[config.mk]
export PLATFORM = sky130hd
export DESIGN_NAME = intpol2_d4_in_feeder
export DESIGN_NICKNAME = d
export VERILOG_FILES = /design/src/rtl/intpol2_d4_in_feeder_pkg.sv /design/src/rtl/intpol2_d4_in_feeder_skid1.sv /design/src/rtl/intpol2_d4_in_feeder.sv
export SDC_FILE = /design/constraint.sdc
export NUM_CORES = 1
export LEC_CHECK = 0
export CAP_MARGIN = 30
export CORE_MARGIN = 2
export CORE_UTILIZATION = 31
export CTS_CLUSTER_DIAMETER = 100
export DETAILED_ROUTE_END_ITERATION = 10
export SYNTH_ARGS = -nofsm -noshare
export SYNTH_HDL_FRONTEND = slang
export SYNTH_SLANG_ARGS = --single-unit
[constraint.sdc]
create_clock -name clk -period 3.9 [get_ports clk]
set_input_delay 0.39 -clock clk [delete_from_list [all_inputs] [get_ports clk]]
set_output_delay 0.39 -clock clk [all_outputs]
set_load 0.01 [all_outputs]
[src/rtl/intpol2_d4_in_feeder_pkg.sv]
// -----------------------------------------------------------------------------
// intpol2_d4_in_feeder_pkg
//   Shared definitions for the interpolator input-FIFO feeder. The state
//   encoding is common with the interpolator control-path FSMs so that all
//   of them read the same way in waveforms and debug registers.
// -----------------------------------------------------------------------------
package intpol2_d4_in_feeder_pkg;

  // Transfer sequencing states
  typedef enum logic [1:0] {
    ST_IDLE  = 2'd0,
    ST_RUN   = 2'd1,
    ST_DRAIN = 2'd2,
    ST_DONE  = 2'd3
  } feeder_state_e;

  // Default geometry: 32-bit samples, 128-entry sample memory
  localparam int DEF_DATA_WIDTH = 32;
  localparam int DEF_MEM_SIZE_Y = 7;

endpackage

[src/rtl/intpol2_d4_in_feeder_skid1.sv]
// -----------------------------------------------------------------------------
// intpol2_d4_in_feeder_skid1
//   One-entry hold register. Catches a memory sample that arrives while the
//   FIFO reports almost-full, and releases it once the FIFO has room.
//
// Ports
//   clk          in   clock, rising edge
//   rstn         in   asynchronous active-low reset (clears valid only)
//   load_i       in   capture data_i this cycle
//   unload_i     in   held sample is consumed this cycle
//   data_i       in   sample to capture
//   valid_o      out  hold register currently holds a sample
//   valid_nxt_o  out  value valid_o will take after this edge
//   data_o       out  held sample
// -----------------------------------------------------------------------------
module intpol2_d4_in_feeder_skid1 #(
  parameter int DATA_WIDTH = 32
) (
  input  logic                  clk,
  input  logic                  rstn,
  input  logic                  load_i,
  input  logic                  unload_i,
  input  logic [DATA_WIDTH-1:0] data_i,
  output logic                  valid_o,
  output logic                  valid_nxt_o,
  output logic [DATA_WIDTH-1:0] data_o
);

  logic                  valid_q, valid_d;
  logic [DATA_WIDTH-1:0] data_q, data_d;

  // Load after unload: a simultaneous load/unload replaces the held sample.
  always_comb begin
    valid_d = valid_q;
    data_d  = data_q;
    if (unload_i) begin
      valid_d = 1'b0;
    end
    if (load_i) begin
      valid_d = 1'b1;
      data_d  = data_i;
    end
  end

  always_ff @(posedge clk or negedge rstn) begin
    if (!rstn) begin
      valid_q <= 1'b0;
    end else begin
      valid_q <= valid_d;
    end
  end

  // Payload carries no reset; it is only observed while valid_q is set.
  always_ff @(posedge clk) begin
    data_q <= data_d;
  end

  assign valid_o     = valid_q;
  assign valid_nxt_o = valid_d;
  assign data_o      = data_q;

endmodule

[src/rtl/intpol2_d4_in_feeder.sv]
// -----------------------------------------------------------------------------
// intpol2_d4_in_feeder
//   Writer side of the interpolator input FIFO. Streams ilen samples out of a
//   sample memory with one cycle of read latency into the FIFO, respecting the
//   FIFO almost-full flag through a one-entry hold register so no in-flight
//   sample is dropped. Supports one-shot (mode=0) and continuous wrap-around
//   (mode=1) playback.
//
// Ports
//   clk             in   clock, rising edge
//   rstn            in   asynchronous active-low reset
//   start           in   1-cycle pulse, begins a transfer when idle
//   mode            in   0 = one-shot, 1 = continuous until stop
//   stop            in   1-cycle pulse, ends a run (in-flight data delivered)
//   ilen            in   samples per pass, sampled at start
//   mem_rd          out  sample memory read strobe
//   mem_addr        out  sample memory address
//   mem_data        in   read data, valid the cycle after mem_rd
//   Afull_i         in   FIFO almost-full; no write while high
//   Write_Enable_o  out  FIFO write strobe
//   fifo_wdata      out  FIFO write data (zero when not writing)
//   busy            out  transfer in progress (cycle after start .. done)
//   done            out  1-cycle end-of-transfer pulse
// -----------------------------------------------------------------------------
module intpol2_d4_in_feeder
  import intpol2_d4_in_feeder_pkg::*;
#(
  parameter int DATA_WIDTH = DEF_DATA_WIDTH,
  parameter int MEM_SIZE_Y = DEF_MEM_SIZE_Y
) (
  input  logic                  clk,
  input  logic                  rstn,
  input  logic                  start,
  input  logic                  mode,
  input  logic                  stop,
  input  logic [MEM_SIZE_Y:0]   ilen,
  output logic                  mem_rd,
  output logic [MEM_SIZE_Y-1:0] mem_addr,
  input  logic [DATA_WIDTH-1:0] mem_data,
  input  logic                  Afull_i,
  output logic                  Write_Enable_o,
  output logic [DATA_WIDTH-1:0] fifo_wdata,
  output logic                  busy,
  output logic                  done
);

  localparam int CW = MEM_SIZE_Y + 1;

  feeder_state_e         state_q, state_d;
  logic [CW-1:0]         ilen_q, ilen_d;
  logic                  mode_q, mode_d;
  logic [MEM_SIZE_Y-1:0] addr_q, addr_d;
  logic [CW-1:0]         count_q, count_d;
  logic                  pend_q, pend_d;

  logic                  rd_issue;
  logic                  last_issue;
  logic [CW-1:0]         ilen_m1;
  logic                  hold_valid, hold_valid_nxt;
  logic                  hold_load, hold_unload;
  logic [DATA_WIDTH-1:0] hold_data;

  // ---------------------------------------------------------------------------
  // Hold register
  // ---------------------------------------------------------------------------
  intpol2_d4_in_feeder_skid1 #(
    .DATA_WIDTH (DATA_WIDTH)
  ) u_hold (
    .clk         (clk),
    .rstn        (rstn),
    .load_i      (hold_load),
    .unload_i    (hold_unload),
    .data_i      (mem_data),
    .valid_o     (hold_valid),
    .valid_nxt_o (hold_valid_nxt),
    .data_o      (hold_data)
  );

  // ---------------------------------------------------------------------------
  // Read issue and write mux
  // ---------------------------------------------------------------------------
  // A read is only launched when the hold register is empty and the FIFO has
  // room, which guarantees an arriving sample never collides with a held one.
  always_comb begin
    ilen_m1    = ilen_q - CW'(1);
    rd_issue   = (state_q == ST_RUN) && !Afull_i && !hold_valid &&
                 (ilen_q != '0) && (mode_q || (count_q < ilen_q));
    last_issue = rd_issue && !mode_q && ((count_q + CW'(1)) == ilen_q);

    hold_unload = hold_valid && !Afull_i;
    hold_load   = pend_q && (hold_valid || Afull_i);

    // Held sample has write priority over the memory path.
    Write_Enable_o = hold_unload || (pend_q && !hold_valid && !Afull_i);
    fifo_wdata     = '0;
    if (Write_Enable_o) begin
      fifo_wdata = hold_valid ? hold_data : mem_data;
    end
  end

  assign mem_rd   = rd_issue;
  assign mem_addr = addr_q;
  assign busy     = (state_q != ST_IDLE);
  assign done     = (state_q == ST_DONE);

  // ---------------------------------------------------------------------------
  // Sequencing FSM and address/count counters
  // ---------------------------------------------------------------------------
  always_comb begin
    state_d = state_q;
    ilen_d  = ilen_q;
    mode_d  = mode_q;
    addr_d  = addr_q;
    count_d = count_q;
    pend_d  = rd_issue;

    if (rd_issue) begin
      // Wrap only matters in continuous mode; one-shot leaves RUN first.
      if (mode_q && ({1'b0, addr_q} == ilen_m1)) begin
        addr_d = '0;
      end else begin
        addr_d = addr_q + MEM_SIZE_Y'(1);
      end
      if (count_q != {CW{1'b1}}) begin
        count_d = count_q + CW'(1);
      end
    end

    unique case (state_q)
      ST_IDLE: begin
        if (start) begin
          state_d = ST_RUN;
          ilen_d  = ilen;
          mode_d  = mode;
          addr_d  = '0;
          count_d = '0;
        end
      end
      ST_RUN: begin
        // Zero-length pass: finish without touching memory or FIFO.
        if (ilen_q == '0) begin
          state_d = ST_DONE;
        end else if (stop || last_issue) begin
          state_d = ST_DRAIN;
        end
      end
      ST_DRAIN: begin
        // Look at next-cycle occupancy so done follows the last write directly.
        if (!pend_d && !hold_valid_nxt) begin
          state_d = ST_DONE;
        end
      end
      ST_DONE: begin
        state_d = ST_IDLE;
      end
      default: begin
        state_d = ST_IDLE;
      end
    endcase
  end

  always_ff @(posedge clk or negedge rstn) begin
    if (!rstn) begin
      state_q <= ST_IDLE;
      ilen_q  <= '0;
      mode_q  <= 1'b0;
      addr_q  <= '0;
      count_q <= '0;
      pend_q  <= 1'b0;
    end else begin
      state_q <= state_d;
      ilen_q  <= ilen_d;
      mode_q  <= mode_d;
      addr_q  <= addr_d;
      count_q <= count_d;
      pend_q  <= pend_d;
    end
  end

  // An arriving read must never find the hold register occupied.
  a_no_pend_with_hold: assert property (@(posedge clk) disable iff (!rstn)
    !(pend_q && hold_valid));

endmodule
==> flow_summary.toml, run 1 <==
[outcome]
outcome = "finished clean"

[setup_path]
r2r_cells = 9
critPathMaxFanout = 35
critPathCapture = "mem_rd"
startpoint_type = "flop"
critPathKind = "flop to primary output"
rrSetupSlack_ps = 1340
cp.required_ps = 3510
timing.rr.start = "ilen_q[1]$_DFFE_PN0P_"
end_kind = "primary output"
crit_arrival_ps = 2730
r2r-end = "state_q[0]$_DFFE_PN0P_"
cp-startpoint = "u_hold.valid_o$_DFF_PN0_"

[clocking]
cts_hold_buf = 0
clk_pin_slew_worst_paths_ps = 70
cts_setup_buffers = 0
insertion_delay_ps = 340
clk_path_buf_depth = 2
clkSinkCount = 60
h-tree-depth = 3
cts_resized = 0
cts_tree = "yes"
numCtsBuffers = 9
cts-root-buf = "clkbuf_8"

[sta]
final_hold_viol_count = 0
setup_viol = 0
fmax_mhz = 320.0
drv_slew = 0
tightest_slew_ps = 968.2
final.setup.tns_ps = 0
finalCritPeriodShare = 0.8012
rsz0062_at_grt = "false"
relSlewSlack = 0.3546
final.min_clock_period_ps = 3125
fin_skew_ps = 10.17

[floorplanning]
initial_core_util = 0.3153
rows = 38
die_h_um = 108.5
die_w_um = 108.5
io_pins = 89
dieArea_um2 = 11780
fp.coreArea_um2 = 10750

[routing]
routedWlPerCell_um = 13.96
vias = 2619
drt-total-wl_mm = 7.706
drtIter0Drc = 140
firstDrtPassIters = 4
drtAntennaViolNets = 0
drc = 0
vias_per_cell = 4.745

[synth]
synth.area.top_cells = "edfxtp_1, dfrtp_1, mux2i_1, nor2_1, ha_1"
synthArstFlopShare = 0.4667
synthFlopType = "edfxtp_1"
syn_inst = 322
syn_avg_cell_area_um2 = 10.52
synth_top_area_cell = "edfxtp_1"
synthTopCellsByCount = "nor2_1, mux2i_1, edfxtp_1"
yosys.cell_types.count = 43
ys_ff_latch = 60
syn_area_um2 = 3388
synth_nets = 384
synth_most_common_cell = "nor2_1"
ys_warn_count = 0
synth_top_area_share = 0.2836
synth-edff-count = 32
ys_seq_area_frac = 0.4904

[power_and_ir_drop]
p_per_area_nw_per_um2 = 597.0
p_leak_uw = 0.001760
ir_drop_v = 0.0003949

[final_layout]
nets = 469
fill_cells = 1047
area_growth_syn_to_layout_pct = 36.48
drive_gt1_frac = 0.06553
antennaDiodeCount = 0
final_core_utilization = 0.4304

[grt]
grt_pass1_wl_mm = 12.81
grt_pass1_vias = 2529
grt.total_usage = 0.1392
grt_max_degree = 36
overflow = 0
antenna_found_initial = 0

[placed_design]
gp_congestion = 0.8165
post-dp-hpwl_mm = 5.671
port_buffers = 88

[min_path]
min_path_type = "primary input to asynchronous set/reset pin"

[flow_run]
cap_violations = 0
## cell type report
class / instances / area [um^2] / area share
Tap cell: 140 / 175.2 / 0.03788
Timing Repair Buffer: 91 / 903.4 / 0.1953
Clock inverter: 5 / 100.1 / 0.02164
Multi-Input combinational cell: 232 / 1603 / 0.3466
Clock buffer: 11 / 131.4 / 0.02841
Inverter: 13 / 48.80 / 0.01055
Sequential cell: 60 / 1663 / 0.3596
## cell usage in the layout, fill, tap and decap left out, types with 4 or more instances in the layout
master | netlist | final
clkdlybuf4s50_1 | 0 | 88
nor2_1 | 56 | 56
mux2i_1 | 34 | 34
edfxtp_1 | 32 | 32
dfrtp_1 | 28 | 27
nand2_1 | 19 | 19
xnor2_1 | 16 | 16
ha_1 | 16 | 16
o21ai_0 | 15 | 15
inv_1 | 13 | 13
xor2_1 | 11 | 11
nand3_1 | 11 | 11
clkbuf_8 | 0 | 9
a21oi_1 | 8 | 8
nor3_1 | 5 | 5
nand4_1 | 5 | 5
o211ai_1 | 4 | 4
## worst max-delay path, cell delays in order, from the launching register on
cell and delay, ps:
dfrtp_2 750, nor2_1 350, o31ai_1 120, nor3_1 260, and2_4 330, clkdlybuf4s50_1 580
## sequential cells by signal, indices dropped and copies added (netlist names)
signal	cells
count_q	8
ilen_q	8
pend_q	1
mode_q	1
u_hold.data_o	32
mem_addr	7
u_hold.valid_o	1
state_q	2
## report_power, final
part           internal, uW  switching, uW  total [uW]
Combinational           557            514        1070
Sequential              810            215        1030
Clock                   423            241         664
## cells by family (layout without fill, tap and decap cells)
logic type,after synthesis,after routing,synth area share
adder cells (fa/ha/maj),17,17,0.06204
flip-flops,60,60,0.4904
multiplexers,35,35,0.1038
buffers and inverters,30,120,0.03841
AO/OA/AOI/OAI,40,40,0.08050
XOR/XNOR,27,27,0.06979
AND/OR/NAND/NOR,113,113,0.1551
## through the flow
stage | cell area, um^2 | total power, uW | instances | hold WS [ps] | setup slack, ps
2_1_floorplan | 3388 | 1736 | 322 | 94.41 | 1372
3_3_place_gp | 4393 | 2112 | 536 | 570.9 | 1145
3_5_place_dp | 4393 | 2120 | 536 | 574.7 | 1116
4_1_cts | 4624 | 2798 | 552 | 432.0 | 750.4
5_1_grt | 4624 | 2978 | 552 | 482.6 | 555.0
6_report | 4624 | 2761 | 552 | 437.0 | 775.3
## worst min path at each step
stage / to / start / slack [ps] / cells past startpoint
after detailed placement: mem_addr[6]$_DFF_PN0_ / mem_addr[6]$_DFF_PN0_ / 570 / 2
after global placement: mem_addr[6]$_DFF_PN0_ / mem_addr[6]$_DFF_PN0_ / 570 / 2
after floorplan: count_q[0]$_DFF_PN0_ / rstn / 90 / 0
after global routing: ilen_q[1]$_DFFE_PN0P_ / rstn / 480 / 2
after CTS: count_q[1]$_DFF_PN0_ / rstn / 430 / 2
final: count_q[1]$_DFF_PN0_ / rstn / 440 / 2
## per-layer routing
| metal | wire [um] | global-route usage |
|---|---|---|
| met3 | 529 | 0.03376 |
| met2 | 3388 | 0.2085 |
| met1 | 3667 | 0.1933 |
| met4 | 120 | 0.05495 |
| met5 | 0 | 0 |
No activity file was read; power rests on OpenSTA's default activity.
==> run 2, diff against run 1 <==
==> constraint.sdc (replaced) <==
create_clock -name clk -period 3 [get_ports clk]
set_input_delay 0.3 -clock clk [delete_from_list [all_inputs] [get_ports clk]]
set_output_delay 0.3 -clock clk [all_outputs]
set_load 0.01 [all_outputs]
==> flow_summary.toml, run 2 (synthesized netlist as in run 1, its figures left out) <==
[grt]
grt_pass1_wl_mm = 12.41
grt_max_degree = 33
grt_pass1_vias = 2517
antenna_found_initial = 0
grt.total_usage = 0.1352
overflow = 0

[floorplanning]
io_pins = 89
die_h_um = 108.5
initial_core_util = 0.3153
fp.coreArea_um2 = 10750
dieArea_um2 = 11780
rows = 38
die_w_um = 108.5

[clocking]
clk_path_buf_depth = 2
numCtsBuffers = 9
cts_resized = 1
clkSinkCount = 60
insertion_delay_ps = 340
cts_tree = "yes"
h-tree-depth = 3
cts_setup_buffers = 0
cts-root-buf = "clkbuf_8"
clk_pin_slew_worst_paths_ps = 70
cts_hold_buf = 0

[power_and_ir_drop]
p_per_area_nw_per_um2 = 768.4
p_leak_uw = 0.001773
ir_drop_v = 0.0004122

[setup_path]
cp.required_ps = 2700
crit_family = "simple AND/OR/NAND/NOR gates"
critPathMaxFanout = 16
crit_arrival_ps = 2520
critPathKind = "flop to primary output"
critPathMaxStageDelay_ps = 510
slowest_stage = "or4b_4"
crit_chain = "inv_1, ha_1, or4b_4, o41ai_4, nor3_1, and2_4, dlygate4sd2_1"
startpoint_type = "flop"
end_kind = "primary output"
crit_buf_inv = 2

[final_layout]
antennaDiodeCount = 0
drive_gt1_frac = 0.07933
area_growth_syn_to_layout_pct = 37.15
fill_cells = 1056
final_common_cell = "clkdlybuf4s50_1"
largest_reg_flops = 32
post-route-cell-area_um2 = 4647
nets = 473
fin_cells = 556
final_cell_mix = "clkdlybuf4s50_1, nor2_1, mux2i_1"

[routing]
drc = 0
routedWlPerCell_um = 14.06
drtIter0Drc = 165
vias = 2647
drtAntennaViolNets = 0
firstDrtPassIters = 4
vias_per_cell = 4.761
drt-total-wl_mm = 7.820

[placed_design]
port_buffers = 88
dpl_cell_area_um2 = 4423
placed_cells = 540
place_ws_ps = 350.1
post-dp-hpwl_mm = 5.619
gp_congestion = 0.8594

[sta]
hold_ws_ps = 336.0
setup_viol = 0
rsz0062_at_grt = "false"
final.min_clock_period_ps = 2820
fin_skew_ps = 9.579
tightest_slew_ps = 635.3
final.setup.tns_ps = 0
relSlewSlack = 0.5765
drv_slew = 0
final_hold_viol_count = 0
fin_ws_ps = 180.3
finalCritPeriodShare = 0.9399
fmax_mhz = 354.6

[outcome]
outcome = "finished clean"

[min_path]
min_path_type = "primary input to asynchronous set/reset pin"

[flow_run]
cap_violations = 0
-- run 2: changes by cell type in the layout (fill, tap and decap cells not counted), sizes merged --
cell           change
buf                +4
bufinv             -1
clkbuf             -2
clkdlybuf4s50      -1
clkinv             +1
clkinvlp           +2
dlygate4sd2        +1
-- run 2: path summary, 6_finish.rpt --
kind	slack, ps	cells past startpoint	to	start
max	180	7	mem_rd	ilen_q[1]$_DFFE_PN0P_
min	340	2	count_q[0]$_DFF_PN0_	rstn
max reg2reg	430	9	state_q[0]$_DFFE_PN0P_	ilen_q[1]$_DFFE_PN0P_
min reg2reg	610	2	mem_addr[6]$_DFF_PN0_	mem_addr[6]$_DFF_PN0_
max in group asynchronous	2350	2	u_hold.valid_o$_DFF_PN0_	rstn
min in group clk	520	3	ilen_q[3]$_DFFE_PN0P_	ilen[3]
-- run 2: area by class of cell --
cell class | instances | area [um^2] | area share
sequential | 60 | 1663 | 0.3578
multi-input combinational | 232 | 1603 | 0.3449
clock buffer | 9 | 123.9 | 0.02666
clock inverter | 7 | 101.3 | 0.02181
inverter | 13 | 48.80 | 0.01050
timing repair buffer | 95 | 932.1 | 0.2006
tap | 140 | 175.2 | 0.03770
-- run 2: power breakdown --
group          total, uW  switching (uW)  internal (uW)
registers           1250             199           1050
logic               1500             758            738
clock network        821             350            471
total               3570            1310           2260
-- run 2: per-stage QoR --
stage               total power, uW    util
finish                         3571  0.4325
global route                   3849  0.4325
detailed placement             2785  0.4116
floorplan                      2257       -
global placement               2765  0.4116
CTS                            3627  0.4325
-- run 2: layer usage --
layer / wire (um) / track usage / vias to the layer above
met2: 3392 / 0.2116 / 84
li1: - / - / 1308
met4: 93 / 0.04121 / 0
met5: 0 / 0 / -
met3: 622 / 0.04461 / 10
met1: 3713 / 0.1774 / 1245
-- run 2: worst reg2reg max path, delay by kind of cell (launching register included) --
family	cells	cell delay [ps]
buffers and inverters	1	130
and+or+nand+nor	4	1040
adders and majority gates	1	220
DFF	1	420
AOI/OAI and AO/OA	3	700
==> run 3, diff against run 2 <==
--- a/config.mk
+++ b/config.mk
@@ -5,11 +5,12 @@
 export SDC_FILE = /design/constraint.sdc
 export NUM_CORES = 1
 export LEC_CHECK = 0
-export CAP_MARGIN = 30
 export CORE_MARGIN = 2
-export CORE_UTILIZATION = 31
+export CORE_UTILIZATION = 49
 export CTS_CLUSTER_DIAMETER = 100
 export DETAILED_ROUTE_END_ITERATION = 10
+export GPL_TIMING_DRIVEN = 0
+export PLACE_DENSITY = 0.8
 export SYNTH_ARGS = -nofsm -noshare
 export SYNTH_HDL_FRONTEND = slang
 export SYNTH_SLANG_ARGS = --single-unit
==> flow_summary.toml, run 3 (synthesized netlist as in run 1, its figures left out) <==
[final_layout]
area_growth_syn_to_layout_pct = 34.49
post-route-cell-area_um2 = 4557
largest_reg_flops = 32
final_common_cell = "clkdlybuf4s50_1"
final_cell_mix = "clkdlybuf4s50_1, nor2_1, mux2i_1"
fill_cells = 531
multi_input_area_um2 = 1612
nets = 481
drive_gt1_frac = 0.06368
antennaDiodeCount = 0
seq_area_um2 = 1663

[setup_path]
crit_buf_inv = 3
timing.rr.start = "ilen_q[1]$_DFFE_PN0P_"
cp.required_ps = 2700
end_kind = "primary output"
r2r-end = "state_q[0]$_DFFE_PN0P_"
critPathKind = "flop to primary output"
critPathMaxFanout = 16
startpoint_type = "flop"
crit_family = "simple AND/OR/NAND/NOR gates"
rrSetupSlack_ps = 350
crit_chain = "inv_2, ha_2, or4b_4, o41ai_4, nor3_2, and2_4, buf_6, dlygate4sd2_1"
critPathMaxStageDelay_ps = 500
slowest_stage = "or4b_4"
r2r_cells = 10
crit_arrival_ps = 2590

[clocking]
h-tree-depth = 3
clkSinkCount = 60
clk_path_buf_depth = 2
cts_tree = "yes"
insertion_delay_ps = 340
cts-root-buf = "clkbuf_8"
numCtsBuffers = 9
clk_pin_slew_worst_paths_ps = 70

[grt]
antenna_found_initial = 0
overflow = 0
grt_max_degree = 33
grt_pass1_wl_mm = 12.70
grt_pass1_vias = 2692
grt.total_usage = 0.2186

[sta]
tightest_slew_ps = 894.9
final_hold_viol_count = 28
final.setup.tns_ps = 0
hold_ws_ps = -20.39
final.min_clock_period_ps = 2892
rsz0062_at_grt = "false"
relSlewSlack = 0.4021
finalCritPeriodShare = 0.9638
fmax_mhz = 345.8
drv_slew = 0
fin_skew_ps = 6.002
setup_viol = 0

[power_and_ir_drop]
p_int_uw = 2216
p_sw_uw = 1289
p_per_area_nw_per_um2 = 769.2
power_frac_seq = 0.354
clockPowerShare = 0.202
ir_drop_v = 0.0003943
p_comb_frac = 0.444
power.share.switching = 0.3678
p_leak_uw = 0.001759

[outcome]
outcome = "complete, but fails checks"
violations = "negative hold slack"

[placed_design]
port_buffers = 88
dpl_cell_area_um2 = 4377
post-dp-hpwl_mm = 5.851
gp_congestion = 0.8052

[routing]
drc = 0
drt-total-wl_mm = 7.896
drtAntennaViolNets = 0
firstDrtPassIters = 4
routedWlPerCell_um = 15.67
vias = 2741
vias_per_cell = 5.438
drtIter0Drc = 107

[floorplanning]
initial_core_util = 0.5015
rows = 30
dieArea_um2 = 7596
fp.coreArea_um2 = 6756
die_h_um = 87.16
io_pins = 89
die_w_um = 87.16

[min_path]
min_path_type = "primary input to asynchronous set/reset pin"

[flow_run]
cap_violations = 0
## run 3: changes by cell type in the layout (fill, tap and decap cells not counted), moves of 2 or more
cell        previous run  this run
buf_2                  0         2
buf_4                  7         0
buf_6                  0         2
clkbuf_1               0        15
clkinv_1               0         2
clkinv_4               3         0
clkinvlp_4             2         0
## run 3: area by class of cell
cell class | instances | share of cell area
repair buffers | 88 | 0.1919
well taps | 80 | 0.02197
plain buffers | 15 | 0.01593
inverters | 13 | 0.01071
multi-input cells | 232 | 0.3537
clock buffers | 13 | 0.03267
flip-flops and latches | 60 | 0.3649
clock inverters | 3 | 0.008237
## run 3: what timing repair did
item,in CTS,in global routing
hold buffers,0,0
gates resized for setup,2,3
setup buffers,0,0
setup endpoints to repair,1,1
cloned,0,0
## run 3: how the worst max path moves through the flow
stage / depth (start not counted) / start / slack [ps] / end
6_report: 8 / ilen_q[1]$_DFFE_PN0P_ / 110 / mem_rd
5_1_grt: 8 / ilen_q[0]$_DFFE_PN0P_ / 0.7 / mem_rd
4_1_cts: 8 / ilen_q[1]$_DFFE_PN0P_ / 70 / mem_rd
3_5_place_dp: 10 / ilen_q[6]$_DFFE_PN0P_ / -10 / mem_rd
3_3_place_gp: 3 / Afull_i / -310 / u_hold.data_o[3]$_DFFE_PP_
2_1_floorplan: 3 / u_hold.valid_o$_DFF_PN0_ / 470 / u_hold.data_o[0]$_DFFE_PP_
## run 3: through the flow
| stage | hold slack [ps] | worst slack [ps] | util | instances | total power, uW |
|---|---|---|---|---|---|
| final | -20.39 | 108.5 | 0.6744 | 504 | 3505 |
| after global routing | 20.21 | 0.7336 | 0.6744 | 504 | 3737 |
| after CTS | 505.3 | 67.18 | 0.6743 | 504 | 3519 |
| after detailed placement | 593.7 | -13.31 | 0.6478 | 490 | 2813 |
| after global placement | 575.5 | -312.9 | 0.6467 | 490 | 2754 |
| after floorplan | 4.409 | 472.1 | - | 322 | 2257 |
## run 3: routing by layer
layer  vias to the layer above  routed length (um)  track usage  share of wire
li1                       1327                   -            -              -
met4                         0                 178       0.1161          0.023
met5                         -                   0            0              0
met2                        98                3662       0.3622           0.46
met1                      1300                3572       0.2705           0.45
met3                        16                 482      0.04171          0.061
## run 3: power groups by stage
stage / logic [uW] / registers, uW / clock network, uW
final: 1560 / 1240 / 708
after global routing: 1720 / 1270 / 753
after CTS: 1560 / 1240 / 721
after detailed placement: 1580 / 1240 / 0
after global placement: 1520 / 1230 / 0
after floorplan: 1060 / 1200 / 0
